File: src/rtl/hazard_scoreboard.sv
// Tuse/Tnew hazard controller: tracks E/M/W producers, drives stall/bubble, forwarding selects and HI/LO busy interlock.
// Latency: stall and forwarding selects are combinational (zero-cycle) from D inputs; pipeline slots update one cycle later.
// Backpressure: a stall holds PC and F/D and injects a bubble into E; E/M forwarding keeps working while stalled.
module hazard_scoreboard #(
    parameter int REG_AW      = 5,
    parameter int TNEW_W      = 2,
    parameter int MULT_CYCLES = 5,
    parameter int DIV_CYCLES  = 10
) (
    input  logic              clk,
    input  logic              reset_n,
    input  logic [REG_AW-1:0] rs_d,
    input  logic [REG_AW-1:0] rt_d,
    input  logic [TNEW_W-1:0] tuse_rs_d,
    input  logic [TNEW_W-1:0] tuse_rt_d,
    input  logic [REG_AW-1:0] dst_d,
    input  logic [TNEW_W-1:0] tnew_d,
    input  logic              md_start_d,
    input  logic              md_div_d,
    input  logic              md_use_d,
    output logic              stall_f,
    output logic              stall_d,
    output logic              flush_e,
    output logic [1:0]        fwd_rs_d,
    output logic [1:0]        fwd_rt_d,
    output logic [1:0]        fwd_rs_e,
    output logic [1:0]        fwd_rt_e,
    output logic [1:0]        fwd_rt_m,
    output logic              md_busy
);

    localparam int CNT_MAX = (DIV_CYCLES > MULT_CYCLES) ? DIV_CYCLES : MULT_CYCLES;
    localparam int CNT_W   = $clog2(CNT_MAX + 1);

    logic [REG_AW-1:0] e_rs, e_rt, e_dst;
    logic [TNEW_W-1:0] e_tnew;
    logic              e_md_start, e_md_div;
    logic [REG_AW-1:0] m_rt, m_dst;
    logic [TNEW_W-1:0] m_tnew;
    logic [REG_AW-1:0] w_dst;
    logic [CNT_W-1:0]  md_cnt;

    logic stall_rs, stall_rt, stall_md, stall;

    // Nearest producer wins; a producer still computing blocks older stages instead of falling through.
    function automatic logic [1:0] fwd_pick(
        input logic [REG_AW-1:0] a,
        input logic              chk_e,
        input logic [REG_AW-1:0] ed,
        input logic [TNEW_W-1:0] et,
        input logic [REG_AW-1:0] md,
        input logic [TNEW_W-1:0] mt,
        input logic [REG_AW-1:0] wd
    );
        fwd_pick = 2'd0;
        if (a != '0) begin
            if (chk_e && ed == a)
                fwd_pick = (et == '0) ? 2'd1 : 2'd0;
            else if (md == a)
                fwd_pick = (mt == '0) ? 2'd2 : 2'd0;
            else if (wd == a)
                fwd_pick = 2'd3;
        end
    endfunction

    assign md_busy  = (md_cnt != '0);

    assign stall_rs = (rs_d != '0) &&
                      ((e_dst == rs_d && e_tnew > tuse_rs_d) || (m_dst == rs_d && m_tnew > tuse_rs_d));
    assign stall_rt = (rt_d != '0) &&
                      ((e_dst == rt_d && e_tnew > tuse_rt_d) || (m_dst == rt_d && m_tnew > tuse_rt_d));
    assign stall_md = md_use_d && (e_md_start || md_busy);
    assign stall    = stall_rs || stall_rt || stall_md;

    assign stall_f  = stall;
    assign stall_d  = stall;
    assign flush_e  = stall;

    assign fwd_rs_d = fwd_pick(rs_d, 1'b1, e_dst, e_tnew, m_dst, m_tnew, w_dst);
    assign fwd_rt_d = fwd_pick(rt_d, 1'b1, e_dst, e_tnew, m_dst, m_tnew, w_dst);
    assign fwd_rs_e = fwd_pick(e_rs, 1'b0, e_dst, e_tnew, m_dst, m_tnew, w_dst);
    assign fwd_rt_e = fwd_pick(e_rt, 1'b0, e_dst, e_tnew, m_dst, m_tnew, w_dst);
    assign fwd_rt_m = (m_rt != '0 && w_dst == m_rt) ? 2'd3 : 2'd0;

    always_ff @(posedge clk or negedge reset_n) begin
        if (!reset_n) begin
            e_rs       <= '0;
            e_rt       <= '0;
            e_dst      <= '0;
            e_tnew     <= '0;
            e_md_start <= 1'b0;
            e_md_div   <= 1'b0;
            m_rt       <= '0;
            m_dst      <= '0;
            m_tnew     <= '0;
            w_dst      <= '0;
            md_cnt     <= '0;
        end else begin
            w_dst  <= m_dst;
            m_rt   <= e_rt;
            m_dst  <= e_dst;
            m_tnew <= (e_tnew != '0) ? e_tnew - TNEW_W'(1) : '0;

            if (stall) begin
                e_rs       <= '0;
                e_rt       <= '0;
                e_dst      <= '0;
                e_tnew     <= '0;
                e_md_start <= 1'b0;
                e_md_div   <= 1'b0;
            end else begin
                e_rs       <= rs_d;
                e_rt       <= rt_d;
                e_dst      <= dst_d;
                e_tnew     <= tnew_d;
                e_md_start <= md_start_d;
                e_md_div   <= md_start_d & md_div_d;
            end

            // Busy window opens the cycle after the md op sits in E.
            if (e_md_start)
                md_cnt <= e_md_div ? CNT_W'(DIV_CYCLES) : CNT_W'(MULT_CYCLES);
            else if (md_cnt != '0)
                md_cnt <= md_cnt - CNT_W'(1);
        end
    end

endmodule
File: config.mk
export PLATFORM = sky130hd
export DESIGN_NAME = hazard_scoreboard
export DESIGN_NICKNAME = d
export VERILOG_FILES = /design/src/rtl/hazard_scoreboard.sv
export SDC_FILE = /design/constraint.sdc
export NUM_CORES = 1
export LEC_CHECK = 0
export ABC_CLOCK_PERIOD_IN_PS = 2800
export CORE_UTILIZATION = 50
export CTS_BUF_LIST = sky130_fd_sc_hd__clkbuf_16
export DETAILED_ROUTE_END_ITERATION = 6
export PLACE_DENSITY_LB_ADDON = 0.1
export SKIP_CTS_REPAIR_TIMING = 1
export SYNTH_ARGS = -nofsm -noshare
export SYNTH_HDL_FRONTEND = slang
export SYNTH_SLANG_ARGS = --single-unit
File: constraint.sdc
create_clock -name clk -period 2.8 [get_ports clk]
set_clock_uncertainty 0.1 [all_clocks]
set_input_delay 0.56 -clock clk [delete_from_list [all_inputs] [get_ports clk]]
set_output_delay 0.56 -clock clk [all_outputs]
set_load 0.01 [all_outputs]
=== Yosys cells after proc, flatten, opt, wreduce, memory -nomap -nowiden ===
Index checks and enable logic that the tools add are counted.

* $add $sub $neg: 2
* $lt $le $gt $ge: 4
* Eq/ne operators: 11
* Muxes and demuxes: 27
* Bitwise operators: 1
* Reduce and logical (&&, ||, !) cells: 23

{| class="wikitable"
|+ Operators with widths
! cell !! count
|-
| == test 5 bit || 11
|-
| 2-to-1 mux 2 bit || 18
|-
| nonzero test 5 bit || 5
|-
| 2-to-1 mux 5 bit || 3
|-
| 2-to-1 mux 4 bit || 3
|-
| > comparator 2 bit || 4
|-
| logical AND 1 bit || 8
|-
| logical OR 1 bit || 5
|-
| zero test 2 bit || 2
|-
| nonzero test 2 bit || 2
|-
| nonzero test 4 bit || 1
|-
| subtractor 4 x 1 -> 4 bit (second input constant) || 1
|-
| 2-to-1 mux 1 bit || 3
|-
| subtractor 2 x 1 -> 2 bit (second input constant) || 1
|-
| AND 1 bit || 1
|}

* Bits in registers: 40
* Input bits: 26
* Output and inout bits: 14
* Word-level logic and storage cells: 79

=== Logic depth before layout (Yosys ltp) ===
* Word-level depth: 7
* Gate-level depth with buffers: 9
* Mapped depth without buffers: 7

=== Worst setup path before layout ===
Ideal clock, no wire load.

* Path type: input to output
* Start point: input rt_d[0]
* End point: output stall_d
* Arrival time: 2.029 ns
* Required time: 2.140 ns
* Setup slack: 0.111 ns
* Stages: 8
* Cell sequence: clkbuf_1 -> xnor2_1 -> nand4_1 -> or3_1 -> buf_2 -> a21oi_4 -> or2_1 -> buf_4

* Longest elaborated chain between the ends: 6
* Elaborated cells on any way between the ends: 9
* Classes of those cells: 2 x eq/ne; 7 x reduce/logical

{| class="wikitable"
|+ Ends and longest elaborated chain
! what !! RTL line !! RTL
|-
| start: declaration || 13 || <nowiki>input logic [REG_AW-1:0] rt_d,</nowiki>
|-
| == test 5 bit || 71 || <nowiki>((e_dst == rt_d && e_tnew > tuse_rt_d) || (m_dst == rt_d && m_tnew > tuse_rt_d));</nowiki>
|-
| logical AND 1 bit || 71 ||
|-
| logical OR 1 bit || 71 ||
|-
| logical AND 1 bit * || 70 || <nowiki>assign stall_rt = (rt_d != '0) &&</nowiki>
|-
| logical OR 1 bit * (2 in series) || 73 || <nowiki>assign stall = stall_rs || stall_rt || stall_md;</nowiki>
|-
| end: declaration || 22 || <nowiki>output logic stall_d,</nowiki>
|}

Every way passes the cells marked *; elsewhere a longest branch is shown, timed or not.

=== Worst setup path in the final report ===
* Start point: input rs_d[2]
* End point: output stall_d

* Longest elaborated chain between the ends: 6
* Elaborated cells on any way between the ends: 9
* Classes of those cells: 2 x eq/ne; 7 x reduce/logical

{| class="wikitable"
|+ Ends and longest elaborated chain
! what !! RTL line !! RTL
|-
| start: declaration || 12 || <nowiki>input logic [REG_AW-1:0] rs_d,</nowiki>
|-
| == test 5 bit || 69 || <nowiki>((e_dst == rs_d && e_tnew > tuse_rs_d) || (m_dst == rs_d && m_tnew > tuse_rs_d));</nowiki>
|-
| logical AND 1 bit || 69 ||
|-
| logical OR 1 bit || 69 ||
|-
| logical AND 1 bit * || 68 || <nowiki>assign stall_rs = (rs_d != '0) &&</nowiki>
|-
| logical OR 1 bit * (2 in series) || 73 ||
|}

Marks and branches as above.

==> results by group <==
Run status
  • Run status: finished with violations
  • Failing checks: DRC

Routing
  • Wire length per cell: 15.3 microns
  • Via density per instance: 5.32
  • Number of search-and-repair iterations in the first detailed-routing pass: 6
  • Post-detailed-route count of antenna-violating nets: 0
  • Drt initial violations: 93
  • Drc violations: 8
  • Wirelength, routed: 5380 microns
  • Via count: 1867

CTS
  • Buffer levels on the longest clock path: 2
  • Number of levels in the clock H-tree: 2
  • Clock tree from TritonCTS: built
  • CTS buffer count: 5
  • Insertion delay to the later sink of the worst-skew pair: 0.28 ns
  • CTS clock-pin slew for the worst setup and hold paths: 0.05 ns
  • Library cell used as clock root buffer: sky130_fd_sc_hd__clkbuf_16
  • Clock sink count: 40

Place
  • HPWL after detailed placement: 3790 microns
  • Place WS: -0.693 ns
  • Placer congestion estimate: 0.833
  • Count of buffers from port buffering: 39

Critical path
  • Endpoint of the lowest-slack register-to-register path: e_rt[2]$_DFF_PN0_
  • Setup crit start kind: input pin
  • Endpoint class of the critical path: primary output
  • Data arrival time of the critical path: 2.10 ns
  • Start-to-end type of the worst setup path: input pin to primary output
  • Delay of the slowest cell on the worst path: 0.56 ns
  • Critical Path End: stall_d
  • Required time of the worst setup path: 2.14 ns
  • Worst path top cell family by delay: simple AND/OR/NAND/NOR gates
  • Crit-path cells: dlymetal6s2s_1, or4_4, nor2_4, nand4b_1, o311ai_4, or2_4, buf_6
  • Stages on the worst setup path: 7
  • Start of the worst register-to-register path: e_tnew[1]$_DFF_PN0_
  • Sum of buffers and inverters on the critical path: 2
  • Setup slack, reg-to-reg: 0.80 ns
  • Slowest cell on crit path: sky130_fd_sc_hd__or4_4
  • Worst setup startpoint: rs_d[2]
  • Number of cells traversed by the worst register-to-register path: 8
  • Crit path max fanout: 4

Synthesis
  • Flip-flop and latch count after synthesis: 40
  • Main synth FF type: sky130_fd_sc_hd__dfrtp_1
  • Syn nets: 268
  • Mapped Area: 0.00237 sq mm
  • Yosys top cell area share: 0.421
  • Most repeated cell in the gate-level netlist after synthesis: sky130_fd_sc_hd__dfrtp_1
  • Post-synth ARST share: 1.00
  • Number of enable flip-flop cells after synthesis: 0
  • Post-synthesis instance total: 232
  • Syn Area/Cell: 10.2 sq um
  • Top post-synthesis cells by count: sky130_fd_sc_hd__dfrtp_1 (40), sky130_fd_sc_hd__xor2_1 (30), sky130_fd_sc_hd__xnor2_1 (26)
  • Top post-synthesis cells by area: sky130_fd_sc_hd__dfrtp_1 (42%), sky130_fd_sc_hd__xor2_1 (11%), sky130_fd_sc_hd__xnor2_1 (9.6%)
  • Post-synthesis cell type count: 39
  • Yosys top cell by area: sky130_fd_sc_hd__dfrtp_1
  • Synthesis warning total: 0
  • Sequential cell area fraction in the yosys report: 0.421

Floorplanning
  • Total number of placement rows: 24
  • Initial core utilization: 0.534
  • Boundary pin count: 40
  • Core footprint: 0.00444 sq mm
  • Overall die area: 0.00503 sq mm
  • Vert. Die Dim: 70.9 microns
  • Overall die width: 70.9 microns

Timing
  • Unrepaired setup endpoints after global routing: no
  • Final hold vios: 0
  • Worst-case headroom to the max-slew limit: 0.423
  • Share of the clock period used by the worst path after layout: 0.987
  • Worst hold slack: 0.293 ns
  • Fin. max-slew vios: 0
  • Count of endpoints failing setup in the final report: 0
  • F_max: 362 MHz
  • Final setup slack of the worst path: 0.0351 ns
  • Crit path time final: 2.76 ns
  • Final TNS setup: 0 ns
  • Slew at the pin closest to its max-slew limit: 0.865 ns

Run
  • Max capacitance violation total: 0

Finish
  • Antenna diodes: 0
  • Fraction of final layout cells with drive strength greater than 1: 0.241
  • Layout Nets: 335
  • Layout-stage area growth over the synthesis result: 38.8%

Global routing
  • Highest-utilization routing layer at the global route stage: met2
  • Number of antenna violations at the first check in global routing: 0
  • Met1 capacity usage during global routing: 0.320
  • GR Util met3: 0.0399
  • Met2 track demand over resource: 0.351
  • Overall overflow remaining after global route: 0
  • Number of global-route vias before repair: 1785
  • Gr usage total: 0.227
  • Maximum number of pins on one net before global-route repair: 41
  • Wire length of the first global-routing pass: 8550 microns

Pwr
  • Reported leakage power: 1.71 nW
  • Power density over the cells: 601 mW/mm^2
  • Design Power: 1.98 mW
  • Peak supply drop: 0.387 mV

Min path
  • Worst min-delay path category: input pin to asynchronous set/reset pin
==> worst min path at each step <==
stage | start | to | slack (ns) | depth (start not counted)
floorplan | reset_n | e_dst[0]$_DFF_PN0_ | 0.16 | 0
global placement | e_dst[4]$_DFF_PN0_ | m_dst[4]$_DFF_PN0_ | 0.34 | 0
detailed placement | e_dst[2]$_DFF_PN0_ | m_dst[2]$_DFF_PN0_ | 0.35 | 0
CTS | reset_n | md_cnt[0]$_DFFE_PN0N_ | 0.32 | 1
global route | reset_n | md_cnt[0]$_DFFE_PN0N_ | 0.37 | 1
finish | reset_n | md_cnt[0]$_DFFE_PN0N_ | 0.29 | 1
==> sequential cells by signal, summed over array words and instances (netlist names) <==
name	cells
e_dst	5
e_md_div	1
e_md_start	1
e_rs	5
e_rt	5
e_tnew	2
m_dst	5
m_rt	5
m_tnew	2
md_cnt	4
w_dst	5
==> metal layers <==
metal / up-vias / share of wire
met2: 42 / 0.47
met3: 11 / 0.040
met4: 0 / 0.018
met5: - / 0
met1: 891 / 0.47
li1: 923 / -
==> final cells by class <==
| class | count | area (sq um) |
|---|---|---|
| fillers | 313 | 1150 |
| multi-input cells | 171 | 1360 |
| clock buffers | 5 | 125 |
| repair buffers | 74 | 699 |
| well taps | 52 | 65.1 |
| flip-flops and latches | 40 | 1000 |
| inverters | 7 | 26.3 |
| clock inverters | 2 | 12.5 |
==> through the flow <==
step           utilization  cell area (sq um)  instances
3_3_place_gp         0.657               2920        333
6_report             0.742               3300        351
3_5_place_dp         0.657               2920        333
2_1_floorplan            -               2370        232
4_1_cts              0.688               3060        340
5_1_grt              0.742               3300        351
==> where the power goes <==
part / leakage, nW / switching, mW / internal [mW]
clock network: 0.0657 / 0.219 / 0.323
registers: 0.508 / 0.108 / 0.672
logic: 1.14 / 0.299 / 0.359
==> cell families (layout without fill, tap and decap cells) <==
group | Yosys count | in the layout | share of synthesized area
compound gates | 23 | 23 | 0.0706
xor+xnor | 56 | 56 | 0.207
fa+ha+maj | 10 | 10 | 0.0527
buf+inv | 21 | 88 | 0.0495
flops | 40 | 40 | 0.421
mux | 2 | 2 | 0.00843
simple gates | 80 | 80 | 0.191
==> layout by cell type, fill, tap and decap left out, drive strengths merged, types with 2 or more instances in the layout <==
master	count
nand2	7
or3	2
o211ai	2
clkdlybuf4s50	13
a21oi	3
nor3b	13
xnor2	26
nand2b	3
or4	4
o21ai	6
nor3	9
dfrtp	40
o21a	2
a211oi	2
and2	2
a2bb2oi	2
clkbuf	6
dlymetal6s2s	21
nand3	9
buf	39
mux2i	2
nor2	17
xor2	30
inv	7
ha	10
nor2b	5
nor4	5
nand4	2
Note: power is estimated with default switching activity, not from simulation.
